<file path="src/rtl/hazard_pkg.sv">
// Shared types for the RV32 pipeline hazard controller.
// FSM state encoding and forwarding-select encoding used by hazard_ctrl and fwd_sel.
package hazard_pkg;

  typedef enum logic [1:0] {
    RUN      = 2'd0,
    LU_STALL = 2'd1,
    MEM_WAIT = 2'd2
  } hz_state_t;

  typedef enum logic [1:0] {
    FWD_REG = 2'd0,
    FWD_W   = 2'd1,
    FWD_M   = 2'd2
  } fwd_sel_t;

  localparam int LU_CNT_W = 3;

endpackage

</file>
<file path="src/rtl/hazard_ctrl_fwd_sel.sv">
// Operand forwarding select: purely combinational, zero latency, no backpressure.
// Memory-stage result wins over writeback; x0 is never forwarded.
module fwd_sel
  import hazard_pkg::*;
#(
  parameter int REG_ADDR_WIDTH = 5
) (
  input  logic [REG_ADDR_WIDTH-1:0] rs_i,
  input  logic [REG_ADDR_WIDTH-1:0] rd_m_i,
  input  logic                      reg_write_m_i,
  input  logic [REG_ADDR_WIDTH-1:0] rd_w_i,
  input  logic                      reg_write_w_i,
  output fwd_sel_t                  sel_o
);

  logic m_hit;
  logic w_hit;

  assign m_hit = reg_write_m_i && (rd_m_i != '0) && (rd_m_i == rs_i);
  assign w_hit = reg_write_w_i && (rd_w_i != '0) && (rd_w_i == rs_i);

  always_comb begin
    sel_o = FWD_REG;
    if (m_hit) begin
      sel_o = FWD_M;
    end else if (w_hit) begin
      sel_o = FWD_W;
    end
  end

endmodule

</file>
<file path="src/rtl/hazard_ctrl.sv">
// 5-stage RV32 hazard controller: forwarding selects, stalls, flushes, dmem wait watchdog.
// Forwarding is 0-cycle; stalls/flushes are combinational from registered FSM state.
module hazard_ctrl
  import hazard_pkg::*;
#(
  parameter int REG_ADDR_WIDTH = 5,
  parameter int LU_STALLS      = 1,
  parameter int MEM_TIMEOUT    = 64,
  parameter int CNT_WIDTH      = 16
) (
  input  logic                      clk,
  input  logic                      rst,
  input  logic [REG_ADDR_WIDTH-1:0] rs1_d,
  input  logic [REG_ADDR_WIDTH-1:0] rs2_d,
  input  logic [REG_ADDR_WIDTH-1:0] rs1_e,
  input  logic [REG_ADDR_WIDTH-1:0] rs2_e,
  input  logic [REG_ADDR_WIDTH-1:0] rd_e,
  input  logic                      mem_read_e,
  input  logic [REG_ADDR_WIDTH-1:0] rd_m,
  input  logic                      reg_write_m,
  input  logic [REG_ADDR_WIDTH-1:0] rd_w,
  input  logic                      reg_write_w,
  input  logic                      pc_src_e,
  input  logic                      mem_access_m,
  input  logic                      dmem_busy,
  output logic [1:0]                forward_a_e,
  output logic [1:0]                forward_b_e,
  output logic                      stall_f,
  output logic                      stall_d,
  output logic                      stall_e,
  output logic                      stall_m,
  output logic                      flush_d,
  output logic                      flush_e,
  output logic                      mem_timeout,
  output logic [CNT_WIDTH-1:0]      stall_cnt,
  output logic [CNT_WIDTH-1:0]      flush_cnt
);

  localparam int WCW = $clog2(MEM_TIMEOUT + 1);
  localparam logic [WCW-1:0] WAIT_LAST = WCW'(MEM_TIMEOUT - 1);

  hz_state_t             state_q, state_d, eff_state;
  logic [LU_CNT_W-1:0]   lu_cnt_q, lu_cnt_d;
  logic [WCW-1:0]        wait_cnt_q, wait_cnt_d;
  logic                  mem_timeout_q, mem_timeout_d;
  logic [CNT_WIDTH-1:0]  stall_cnt_q, stall_cnt_d;
  logic [CNT_WIDTH-1:0]  flush_cnt_q, flush_cnt_d;

  fwd_sel_t fwd_a, fwd_b;
  logic     mem_wait, lu_hazard, wd_hit;
  logic     st_f, st_d, st_e, st_m, fl_d, fl_e;

  fwd_sel #(.REG_ADDR_WIDTH(REG_ADDR_WIDTH)) u_fwd_a (
    .rs_i(rs1_e), .rd_m_i(rd_m), .reg_write_m_i(reg_write_m),
    .rd_w_i(rd_w), .reg_write_w_i(reg_write_w), .sel_o(fwd_a)
  );

  fwd_sel #(.REG_ADDR_WIDTH(REG_ADDR_WIDTH)) u_fwd_b (
    .rs_i(rs2_e), .rd_m_i(rd_m), .reg_write_m_i(reg_write_m),
    .rd_w_i(rd_w), .reg_write_w_i(reg_write_w), .sel_o(fwd_b)
  );

  assign mem_wait  = mem_access_m && dmem_busy;
  assign lu_hazard = mem_read_e && (rd_e != '0) && ((rd_e == rs1_d) || (rd_e == rs2_d));
  assign wd_hit    = mem_wait && (wait_cnt_q == WAIT_LAST);

  always_comb begin
    state_d       = state_q;
    eff_state     = state_q;
    lu_cnt_d      = lu_cnt_q;
    wait_cnt_d    = wait_cnt_q;
    mem_timeout_d = mem_timeout_q;
    st_f = 1'b0; st_d = 1'b0; st_e = 1'b0; st_m = 1'b0;
    fl_d = 1'b0; fl_e = 1'b0;

    if (mem_wait) begin
      st_f = 1'b1; st_d = 1'b1; st_e = 1'b1; st_m = 1'b1;
      state_d = MEM_WAIT;
      if (wait_cnt_q != WAIT_LAST) wait_cnt_d = wait_cnt_q + 1'b1;
      if (wd_hit) mem_timeout_d = 1'b1;
    end else begin
      wait_cnt_d = '0;
      // Leaving MEM_WAIT resumes whatever load-use bubble count was pending.
      if (state_q == MEM_WAIT) eff_state = (lu_cnt_q != '0) ? LU_STALL : RUN;
      state_d = eff_state;
      if (pc_src_e) begin
        fl_d = 1'b1; fl_e = 1'b1;
        state_d  = RUN;
        lu_cnt_d = '0;
      end else if (eff_state == LU_STALL) begin
        st_f = 1'b1; st_d = 1'b1; fl_e = 1'b1;
        lu_cnt_d = lu_cnt_q - 1'b1;
        if (lu_cnt_q == LU_CNT_W'(1)) state_d = RUN;
      end else if (lu_hazard) begin
        st_f = 1'b1; st_d = 1'b1; fl_e = 1'b1;
        if (LU_STALLS > 1) begin
          state_d  = LU_STALL;
          lu_cnt_d = LU_CNT_W'(LU_STALLS - 1);
        end
      end
    end

    stall_cnt_d = stall_cnt_q;
    flush_cnt_d = flush_cnt_q;
    if (st_f && (stall_cnt_q != '1)) stall_cnt_d = stall_cnt_q + 1'b1;
    if (fl_d && (flush_cnt_q != '1)) flush_cnt_d = flush_cnt_q + 1'b1;
  end

  always_ff @(posedge clk or negedge rst) begin
    if (!rst) begin
      state_q       <= RUN;
      lu_cnt_q      <= '0;
      wait_cnt_q    <= '0;
      mem_timeout_q <= 1'b0;
      stall_cnt_q   <= '0;
      flush_cnt_q   <= '0;
    end else begin
      state_q       <= state_d;
      lu_cnt_q      <= lu_cnt_d;
      wait_cnt_q    <= wait_cnt_d;
      mem_timeout_q <= mem_timeout_d;
      stall_cnt_q   <= stall_cnt_d;
      flush_cnt_q   <= flush_cnt_d;
    end
  end

  // Combinational outputs are forced quiet while reset is held, without waiting for a clock.
  assign forward_a_e = rst ? fwd_a : FWD_REG;
  assign forward_b_e = rst ? fwd_b : FWD_REG;
  assign stall_f     = rst & st_f;
  assign stall_d     = rst & st_d;
  assign stall_e     = rst & st_e;
  assign stall_m     = rst & st_m;
  assign flush_d     = rst & fl_d;
  assign flush_e     = rst & fl_e;
  assign mem_timeout = rst & (mem_timeout_q | wd_hit);
  assign stall_cnt   = stall_cnt_q;
  assign flush_cnt   = flush_cnt_q;

endmodule

</file>
<file path="config.mk">
export PLATFORM = sky130hd
export DESIGN_NAME = hazard_ctrl
export DESIGN_NICKNAME = d
export VERILOG_FILES = /design/src/rtl/hazard_pkg.sv /design/src/rtl/hazard_ctrl_fwd_sel.sv /design/src/rtl/hazard_ctrl.sv
export SDC_FILE = /design/constraint.sdc
export NUM_CORES = 1
export LEC_CHECK = 0
export BUFFER_PORTS_ARGS = -buffer_cell sky130_fd_sc_hd__buf_4
export CORE_UTILIZATION = 46
export DETAILED_ROUTE_END_ITERATION = 10
export GPL_ROUTABILITY_DRIVEN = 0
export PLACE_DENSITY = 0.76
export SYNTH_ARGS = -nofsm -noshare
export SYNTH_HDL_FRONTEND = slang
export SYNTH_SLANG_ARGS = --single-unit
</file>
<file path="constraint.sdc">
create_clock -name clk -period 2 [get_ports clk]
set_clock_uncertainty 0.1 [all_clocks]
set_input_delay 0.1 -clock clk [delete_from_list [all_inputs] [get_ports clk]]
set_output_delay 0.1 -clock clk [all_outputs]
set_load 0.02 [all_outputs]
</file>
==> metrics.md, run 1 <==
| Metric | Value |
|---|---|
| CP required | `1800 ps` |
| Distinct cells, synth | `43` |
| Yosys top cell by area | `dfrtp_1` |
| Register area share after synthesis | `42.8%` |
| Outcome | `completed` |
| Largest net degree at the start of global routing | `30` |
| Synth Net Count | `315` |
| CTS clk-pin slew, worst paths | `90 ps` |
| P&R area growth vs syn | `43.9%` |
| First-pass GRT wire length | `10.6 mm` |
| Synth Register Bits | `45` |
| Num ports | `86` |
| Detailed placer's ending HPWL | `4.75 mm` |
| All-layer global routing usage | `22.1%` |
| Avg Inst Size Synth | `9.89 µm²` |
| Fin util | `68.8%` |
| Tmin final | `1960 ps` |
| Final Cycle Share | `97.8%` |
| Critical Path Source | `lu_cnt_q[1]` |
| Endpoints failing hold | `0` |
| Max Cap Viol | `0` |
| Multi-input combinational cell area | `1570 µm²` |
| Drt wl/cell | `14.5 µm` |
| Post-DP Area | `3470 µm²` |
| Post-route design area | `3790 µm²` |
| Cell area after synthesis | `2630 µm²` |
| Peak VDD IR | `0.000812 V` |
| Core ar. | `5510 µm²` |
| Synth async-reset ratio | `100%` |
| Fin. max-slew vios | `0` |
| Die W | `77.6 µm` |
| CTS root buf | `clkbuf_8` |
| Hold EP | `state_q[0]` |
| Number of synthesized flops with an enable pin | `0` |
| Later-pin clock latency in the skew report | `300 ps` |
| Post-layout net count | `431` |
| Worst r2r path cells | `8` |
| N_diodes | `0` |
| Pwr Density | `813 nW/µm²` |
| Setup ws final | `44.6 ps` |
| Hold Path Stages | `3` |
| Leakage Power | `1.81 nW` |
| Worst reg-to-reg setup slack | `90 ps` |
| Worst Setup Start Kind | `flop` |
| Die Span Y | `77.6 µm` |
| CTS tree | `done` |
| Initial DRC count | `95` |
| Total gr overflow | `0` |
| Slew HR | `76.2%` |
| RSZ-0062 raised after global routing | `true` |
| Routed via count | `2400` |
| Initial Util | `47.8%` |
| 1st-pass router iterations | `4` |
| Clk buf depth | `2` |
| Max Fanout on Critical Path | `3` |
| Worst Hold Class | `in2reg` |
| Clock sinks | `45` |
| Critical path type | `reg2out` |
| # port buffers | `85` |
| Vias per cell | `5.27` |
| Final WL | `6.59 mm` |
| Top cells by instance count after synthesis | `45 x dfrtp_1, 45 x xor2_1, 25 x nor2_1` |
| Antenna violations before repair | `0` |
| Sequential cell area | `1130 µm²` |
| Placed Cells | `434` |
| Routed Antenna Nets | `0` |
| Slowest-stage cell, CP | `dfrtp_1` |
| Worst-margin pin slew | `353 ps` |
| Critical Path Max Stage Delay | `390 ps` |
| WP data arrival | `1760 ps` |
| Pwr Total | `3.08 mW` |
| Predominant post-synthesis flop cell | `dfrtp_1` |
| # setup viols final | `0` |
| Pre-CTS setup slack | `-4.67 ps` |
| Fmax | `511 MHz` |
| TritonCTS Buffers | `5` |
| Site Rows | `27` |
| # DRC | `0` |
| Share of the synthesized area in the top cell type | `42.8%` |
| Die area | `6030 µm²` |
| Vias in the first global route | `2349` |
| Crit-path cells | `inv_2 > ha_4 > nor2b_4 > o21ai_2 > nand2b_1 > o311a_4 > and2b_2 > buf_6` |
| CP endpoint kind | `output pin` |
| Synth top area cells | `dfrtp_1 43%, xor2_1 15%, xnor2_1 5.3%` |
| Filler cells | `417` |
| Final non-filler cell total | `455` |
| Post-Synthesis Cells | `266` |
| Htree depth | `2` |
| Source of the worst register-to-register timing path | `wait_cnt_q[0]` |
| Min-Delay Startpoint | `dmem_busy` |
| Crit Reg-Reg Endpoint | `wait_cnt_q[3]` |
| YS warnings | `0` |
| Layout cells sized above 1 | `38.4%` |
-- metrics by stage --
step / TNS [ps] / hold WS [ps]
floorplan: 0 / -296
global placement: 0 / 53.8
detailed placement: -6.02 / 51.8
CTS: -32.5 / 196
global route: -79.3 / 251
finish: 0 / 216
-- state kept, by name, summed over array words and instances (netlist names) --
name	count
wait_cnt_q	7
state_q	2
lu_cnt_q	3
mem_timeout_q	1
flush_cnt	16
stall_cnt	16
-- metal layers --
layer  global-route usage, %  part of all wire, %
met5                       0                    0
met4                    6.98                  1.2
met3                    4.59                  2.6
met2                    40.2                   55
met1                    25.7                   41
-- layout by cell type, fill, tap and decap left out, types with 2 or more instances in the layout --
| master | n |
|---|---|
| a21oi_1 | 4 |
| and2_1 | 5 |
| and3_1 | 5 |
| buf_4 | 109 |
| buf_6 | 3 |
| clkbuf_8 | 6 |
| dfrtp_1 | 43 |
| dfrtp_2 | 2 |
| dlygate4sd3_1 | 2 |
| ha_1 | 4 |
| inv_2 | 2 |
| mux2_2 | 3 |
| nand2_1 | 17 |
| nand2b_1 | 5 |
| nand3_1 | 14 |
| nand4_1 | 9 |
| nor2_1 | 22 |
| nor2_2 | 2 |
| nor3_1 | 13 |
| nor4_1 | 5 |
| nor4_4 | 3 |
| o21ai_0 | 7 |
| o311a_4 | 2 |
| or4_1 | 5 |
| xnor2_1 | 16 |
| xor2_1 | 45 |
-- worst max-delay path by stage --
stage                              end  slack (ps)  cells after the start
after floorplan           flush_cnt[5]           7                      7
after global placement    flush_cnt[9]          10                      7
after detailed placement  flush_cnt[9]          -5                      7
after CTS                  mem_timeout         -30                      7
after global routing           stall_f         -30                      8
final                          stall_f          40                      8
-- kinds of logic after synthesis --
family / Yosys count / share of synthesized area [%]
xor+xnor: 61 / 20.3
compound gates: 23 / 6.28
mux: 4 / 1.66
fa+ha+maj: 6 / 2.85
buf+inv: 9 / 1.85
simple gates: 118 / 24.3
flops: 45 / 42.8
-- critical path: cells and delay by family (launching register included) --
family | cells | cell delay [ps]
flip-flops | 1 | 390
AND/OR/NAND/NOR | 3 | 440
AO/OA/AOI/OAI | 2 | 280
adder cells (fa/ha/maj) | 1 | 130
buffers and inverters | 2 | 210
-- power by group --
group	switching (mW)	internal [mW]	total (mW)
sequential	0.143	1.06	1.21
combinational	0.637	0.639	1.28
clock	0.316	0.281	0.597
-- timing repair --
| item | in CTS | in global routing |
|---|---|---|
| hold buffers | 2 | 0 |
| buffers inserted | 3 | 8 |
| cloned | 0 | 0 |
| pin swaps | 0 | 7 |
| resized for setup | 12 | 11 |
| endpoints found under the hold margin | 25 | 0 |
| endpoints found under the setup margin | 7 | 17 |
-- cell type report --
| cell class | count | area share, % |
|---|---|---|
| Multi-Input combinational cell | 212 | 41.5 |
| Sequential cell | 45 | 29.8 |
| Timing Repair Buffer | 115 | 23.6 |
| Tap cell | 72 | 2.38 |
| Clock buffer | 7 | 2.28 |
| Inverter | 3 | 0.297 |
| Clock inverter | 1 | 0.198 |
No activity file was read; power rests on OpenSTA's default activity.
==> run 2, diff against run 1 <==
Settings changed: BUFFER_PORTS_ARGS -buffer_cell sky130_fd_sc_hd__buf_4 to unset, CORE_UTILIZATION 46 to 55, DONT_BUFFER_PORTS set to 1, PLACE_DENSITY 0.76 to 0.73.
==> run 2 against run 1 <==
The run now ends with design-rule violations, negative hold slack left. Sequential power shrank 4%. Clock power grew 16%. Register-to-register slack lost 20 ps. Core utilization grew 3.9 points. Cell count shrank 20%. Setup slack lost 3.9 ps. Combinational power shrank 16%. Clock-buffer cell count shrank 2. Non-clock buffer count shrank 71. Largest power group is now registers. Highest routed layer unchanged.
==> metrics.md, run 2 (synthesis gave the netlist of run 1 again) <==
| Metric | Value |
|---|---|
| Outcome | `finished, violations left` |
| Failing checks | `design-rule violations, negative hold slack` |
| Worst Hold Class | `in2reg` |
| Post-DP Area | `2930 µm² (-16%)` |
| Peak VDD IR | `0.000740 V (-8.9%)` |
| # port buffers | `0 (-100%)` |
| Worst Setup Start Kind | `flop` |
| Clock sinks | `45 (unchanged)` |
| Htree depth | `2 (unchanged)` |
| Later-pin clock latency in the skew report | `300 ps (about the same)` |
| Detailed placer's ending HPWL | `3.86 mm (-19%)` |
| Largest net degree at the start of global routing | `46 (+53%)` |
| Net Sw Power | `1.02 mW (-6.7%)` |
| CP required | `1800 ps (about the same)` |
| Fmax | `510 MHz (-0.20%)` |
| Die Span Y | `71.2 µm (-8.3%)` |
| Antenna violations before repair | `0 (unchanged)` |
| Post-layout net count | `360 (-16%)` |
| Commonest non-fill, non-tap cells in the layout | `45 x xor2_1, 42 x dfrtp_1, 39 x buf_4` |
| Clock power share | `23.7% (+4.3 points)` |
| Slowest-stage cell, CP | `dfrtp_1` |
| Worst Path Buf+Inv | `0 (-2)` |
| # DRC | `9 (+9)` |
| Tmin final | `1960 ps (+3.90 ps)` |
| Post-route design area | `3250 µm² (-14%)` |
| Core ar. | `4470 µm² (-19%)` |
| Endpoints failing hold | `1 (+1)` |
| CP endpoint kind | `output pin` |
| Kind of cell adding the most delay to the critical path | `simple AND/OR/NAND/NOR gates` |
| Slew HR | `73.7% (-2.5 points)` |
| Worst-margin pin slew | `396 ps (+42.5 ps)` |
| Placed Cells | `347 (-20%)` |
| Total gr overflow | `0 (unchanged)` |
| CTS root buf | `clkbuf_8` |
| # setup viols final | `0 (unchanged)` |
| Drt wl/cell | `15.8 µm (+9.3%)` |
| First-pass GRT wire length | `8.92 mm (-16%)` |
| Max Cap Viol | `0 (unchanged)` |
| Routed via count | `2080 (-13%)` |
| Vias in the first global route | `2066 (-12%)` |
| Routed Antenna Nets | `0 (unchanged)` |
| Final Cycle Share | `98.0% (+0.19 points)` |
| 1st-pass router iterations | `7 (+3)` |
| Final WL | `5.76 mm (-13%)` |
| Initial Util | `58.8% (+11 points)` |
| Leakage Power | `1.47 nW (-19%)` |
| Critical Path Max Stage Delay | `420 ps (+30 ps)` |
| Combinational share of power | `36.5% (-4.9 points)` |
| Die area | `5060 µm² (-16%)` |
| Num ports | `86 (unchanged)` |
| Layout cells sized above 1 | `26.3% (-12 points)` |
| Worst hold slack | `-0.0992 ps (-216 ps)` |
| Commonest non-fill, non-tap cell in the layout | `xor2_1` |
| Vias per cell | `5.71 (+8.3%)` |
| Critical path type | `reg2out` |
| All-layer global routing usage | `22.7% (+0.66 points)` |
| Pint | `1.90 mW (-4.3%)` |
| Filler cells | `339 (-19%)` |
| P&R area growth vs syn | `23.5%` |
| CTS tree | `done` |
| Reg power frac | `39.8% (+0.6 points)` |
| Max Fanout on Critical Path | `3 (unchanged)` |
| Pwr Density | `899 nW/µm² (+10%)` |
| TritonCTS Buffers | `5 (unchanged)` |
| Clk buf depth | `2 (unchanged)` |
| Die W | `71.2 µm (-8.3%)` |
| WP data arrival | `1760 ps (about the same)` |
| Sw Ratio | `35.0% (-0.58 points)` |
| Fin. max-slew vios | `0 (unchanged)` |
| Initial DRC count | `90 (-5.3%)` |
| Site Rows | `24 (-11%)` |
| Crit-path cells | `ha_1 > and3_1 > nand3_2 > nor2_4 > a21o_1 > and2_2` |
| N_diodes | `0 (unchanged)` |
| Final non-filler cell total | `364 (-20%)` |
| CTS clk-pin slew, worst paths | `90 ps (about the same)` |
==> run 2: through the flow <==
stage	TNS [ps]	total power, mW	hold WS, ps	utilization [%]	setup WS, ps
after floorplan	0	1.81	-296	-	7.41
after global placement	0	2.11	-295	65.5	48.1
after detailed placement	-9.88	2.13	-294	65.5	-9.53
after CTS	-37.9	2.87	40.0	70.0	-13.7
after global routing	-192	3.10	9.37	72.7	-34.5
final	0	2.92	-0.0992	72.7	40.7
==> run 2: path summary, 6_finish.rpt <==
kind,from,end,slack (ps),cells past startpoint
max,wait_cnt_q[0],mem_timeout,40,6
min in group asynchronous,rst,stall_cnt[2],170,2
min,pc_src_e,flush_cnt[2],-0.1,3
min reg2reg,mem_timeout_q,mem_timeout_q,380,1
max reg2reg,stall_cnt[7],stall_cnt[14],70,7
max in group asynchronous,rst,flush_cnt[1],1400,2
==> run 2: timing repair <==
| item | 4_1_cts | 5_1_grt |
|---|---|---|
| resized for setup | 6 | 20 |
| endpoints found under the hold margin | 52 | 0 |
| endpoints found under the setup margin | 7 | 22 |
| hold buffers | 3 | 0 |
| cloned | 0 | 0 |
| setup buffers | 4 | 2 |
| pin swaps | 1 | 3 |
==> run 2: per-layer routing <==
layer | global-route usage (%) | part of all wire (%)
met5 | 0 | 0
met4 | 8.67 | 1.4
met3 | 6.27 | 7.4
met2 | 38.9 | 50
met1 | 27.3 | 42
==> run 2: worst min-delay path, cell delays in order <==
cell and delay, ps:
o311a_4 130, nand2_1 80, xnor2_1 60
==> run 2: layout make-up <==
cell class | instances | area, µm² | area share [%]
clock buffer | 5 | 68.8 | 2.12
clock inverter | 3 | 46.3 | 1.42
inverter | 3 | 11.3 | 0.346
multi-input combinational | 212 | 1570 | 48.4
sequential | 45 | 1130 | 34.8
tap | 52 | 65.1 | 2.00
timing repair buffer | 44 | 355 | 10.9
==> run 2: power by group through the flow <==
stage	Sequential, mW	Clock [mW]	Combinational [mW]
4_1_cts	1.16	0.705	1.00
3_5_place_dp	1.17	0	0.955
6_report	1.16	0.691	1.07
5_1_grt	1.19	0.737	1.17
2_1_floorplan	1.41	0	0.402
3_3_place_gp	1.17	0	0.939
==> run 3, diff against run 2 <==
Settings changed: ABC_AREA set to 1.
==> run 3 against run 2 <==
The run ends with negative hold slack left. Final area up 8.6%. Critical endpoint is now flush_e. First-iteration DRC count up 32%. Maximum frequency up 2.3%. Cell count up 41%. Largest cell class unchanged. Critical path depth up 1. Power down 4.2%. Wire length up 17%. Setup slack better by 43 ps.
==> metrics.md, run 3 <==
| Metric | Value |
|---|---|
| Placed Cells | `497 (+43%)` |
| Critical path type | `reg2out` |
| CP required | `1800 ps (about the same)` |
| Routed Antenna Nets | `0 (unchanged)` |
| Layout cells sized above 1 | `16.0% (-10 points)` |
| # DRC | `0 (-9)` |
| Endpoints failing hold | `2 (+1)` |
| Cell area after synthesis | `3050 µm² (+16%)` |
| CTS clk-pin slew, worst paths | `90 ps (about the same)` |
| Outcome | `finished, violations left` |
| Fin util | `67.4% (-5.2 points)` |
| Commonest non-fill, non-tap cell in the layout | `nand2_1` |
| Max Fanout on Critical Path | `4 (+1)` |
| Later-pin clock latency in the skew report | `290 ps (about the same)` |
| Vias in the first global route | `2781 (+35%)` |
| Num ports | `86 (unchanged)` |
| Final Cycle Share | `95.8% (-2.2 points)` |
| Share of the synthesized area in the top cell type | `36.9% (-5.9 points)` |
| Setup ws final | `84.1 ps (+43.4 ps)` |
| Predominant post-synthesis flop cell | `dfrtp_1` |
| Synth Register Bits | `45 (unchanged)` |
| Register area share after synthesis | `36.9% (-5.9 points)` |
| Count leader, synth | `nand2_1` |
| Worst hold slack | `-4.65 ps (-4.55 ps)` |
| Die area | `5850 µm² (+16%)` |
| Htree depth | `2 (unchanged)` |
| Synth Net Count | `454 (+44%)` |
| YS warnings | `0 (unchanged)` |
| Initial DRC count | `119 (+32%)` |
| Pwr Total | `2.80 mW (-4.2%)` |
| Total gr overflow | `0 (unchanged)` |
| Post-DP Area | `3310 µm² (+13%)` |
| Max Cap Viol | `0 (unchanged)` |
| Clock sinks | `45 (unchanged)` |
| Peak VDD IR | `0.000743 V (+0.41%)` |
| # port buffers | `0 (unchanged)` |
| Fin. max-slew vios | `0 (unchanged)` |
| N_diodes | `0 (unchanged)` |
| 1st-pass router iterations | `4 (-3)` |
| Fmax | `522 MHz (+2.3%)` |
| WP data arrival | `1720 ps (-40 ps)` |
| Largest net degree at the start of global routing | `46 (unchanged)` |
| Final non-filler cell total | `514 (+41%)` |
| Drt wl/cell | `13.1 µm (-17%)` |
| Post-route design area | `3530 µm² (+8.6%)` |
| Synth top area cells | `dfrtp_1 37%, nand2_1 14%, xnor2_1 6.9%` |
| Leakage Power | `1.81 nW (+23%)` |
| First-pass GRT wire length | `11.6 mm (+30%)` |
| P&R area growth vs syn | `15.7%` |
| Post-Synthesis Cells | `405 (+52%)` |
| CTS root buf | `clkbuf_8` |
| Synth async-reset ratio | `100% (unchanged)` |
| Distinct cells, synth | `31 (-28%)` |
| Antenna violations before repair | `0 (unchanged)` |
| CP endpoint kind | `output pin` |
| Slew HR | `52.2% (-21 points)` |
| Worst Hold Class | `in2reg` |
| Die W | `76.5 µm (+7.5%)` |
| Core ar. | `5240 µm² (+17%)` |
| Failing checks | `negative hold slack` |
| Routed via count | `2718 (+31%)` |
| Vias per cell | `5.29 (-7.5%)` |
| Setup TNS | `0 ps (unchanged)` |
| CTS tree | `done` |
| Post-layout net count | `492 (+37%)` |
| Site Rows | `26 (+8.3%)` |
| Worst-margin pin slew | `714 ps (+318 ps)` |
| Commonest non-fill, non-tap cells in the layout | `109 x nand2_1, 52 x inv_1, 45 x dfrtp_1` |
| Pwr Density | `792 nW/µm² (-12%)` |
| Final WL | `6.74 mm (+17%)` |
| TritonCTS Buffers | `5 (unchanged)` |
| Filler cells | `473 (+40%)` |
| Yosys top cell by area | `dfrtp_1` |
| # setup viols final | `0 (unchanged)` |
| Worst Setup Start Kind | `flop` |
| Die Span Y | `76.5 µm (+7.5%)` |
| Clk buf depth | `2 (unchanged)` |
| Top cells by instance count after synthesis | `111 x nand2_1, 53 x inv_1, 45 x dfrtp_1` |
| Detailed placer's ending HPWL | `4.88 mm (+26%)` |
| Tmin final | `1920 ps (-43.4 ps)` |
| Number of synthesized flops with an enable pin | `0 (unchanged)` |
| All-layer global routing usage | `24.1% (+1.3 points)` |
| Pre-CTS setup slack | `161 ps (+171 ps)` |
| Avg Inst Size Synth | `7.54 µm² (-24%)` |
| Initial Util | `58.3% (-0.52 points)` |
run 3: timing repair:
item	CTS	global route
setup endpoints to repair	3	21
resized for setup	0	10
hold buffers	3	0
setup buffers	2	4
pin swaps	2	4
endpoints found under the hold margin	47	0
run 3: critical path, cell delays in order (launching register included):
cell and delay, ps:
dfrtp_1 410, inv_2 50, ha_1 190, nand2_1 80
a21oi_2 70, inv_1 70, nand2_2 70, a31oi_1 490
run 3: final timing paths:
kind	from	to	slack [ps]	cells after the start
max	lu_cnt_q[0]	flush_e	80	7
min	dmem_busy	state_q[1]	-5	2
max reg2reg	lu_cnt_q[0]	stall_cnt[2]	180	11
min reg2reg	mem_timeout_q	mem_timeout_q	380	2
max in group asynchronous	rst	stall_cnt[9]	1350	2
min in group asynchronous	rst	stall_cnt[1]	250	2
run 3: power by group:
part	internal, mW	switching [mW]	leakage (nW)	total [mW]
clock network	0.248	0.322	0.0481	0.570
registers	1.05	0.157	0.605	1.20
logic	0.402	0.621	1.15	1.02
total	1.70	1.10	1.81	2.80
run 3: area by class of cell:
cell class / count / area [µm²] / area share (%)
Clock buffer: 5 / 68.8 / 1.95
Clock inverter: 3 / 22.5 / 0.638
Inverter: 55 / 208 / 5.88
Multi-Input combinational cell: 297 / 1700 / 48.2
Sequential cell: 45 / 1130 / 31.9
Tap cell: 70 / 87.6 / 2.48
Timing Repair Buffer: 39 / 318 / 9.00
run 3: logic make-up (layout without fill, tap and decap cells):
group                      after synthesis  count (layout)  share of synthesized area [%]
DFF                                     45              45                           36.9
xor gates and xnor gates                48              48                           13.8
and+or+nand+nor                        220             220                           33.9
buffers and inverters                   63             102                           8.73
adders and majority gates                6               6                           2.46
AOI/OAI and AO/OA                       23              23                           4.30
run 3: layer usage:
| metal | track usage [%] | part of all wire [%] |
|---|---|---|
| met3 | 5.75 | 5.0 |
| met4 | 7.31 | 1.0 |
| met2 | 43.0 | 50 |
| met5 | 0 | 0 |
| met1 | 28.4 | 44 |
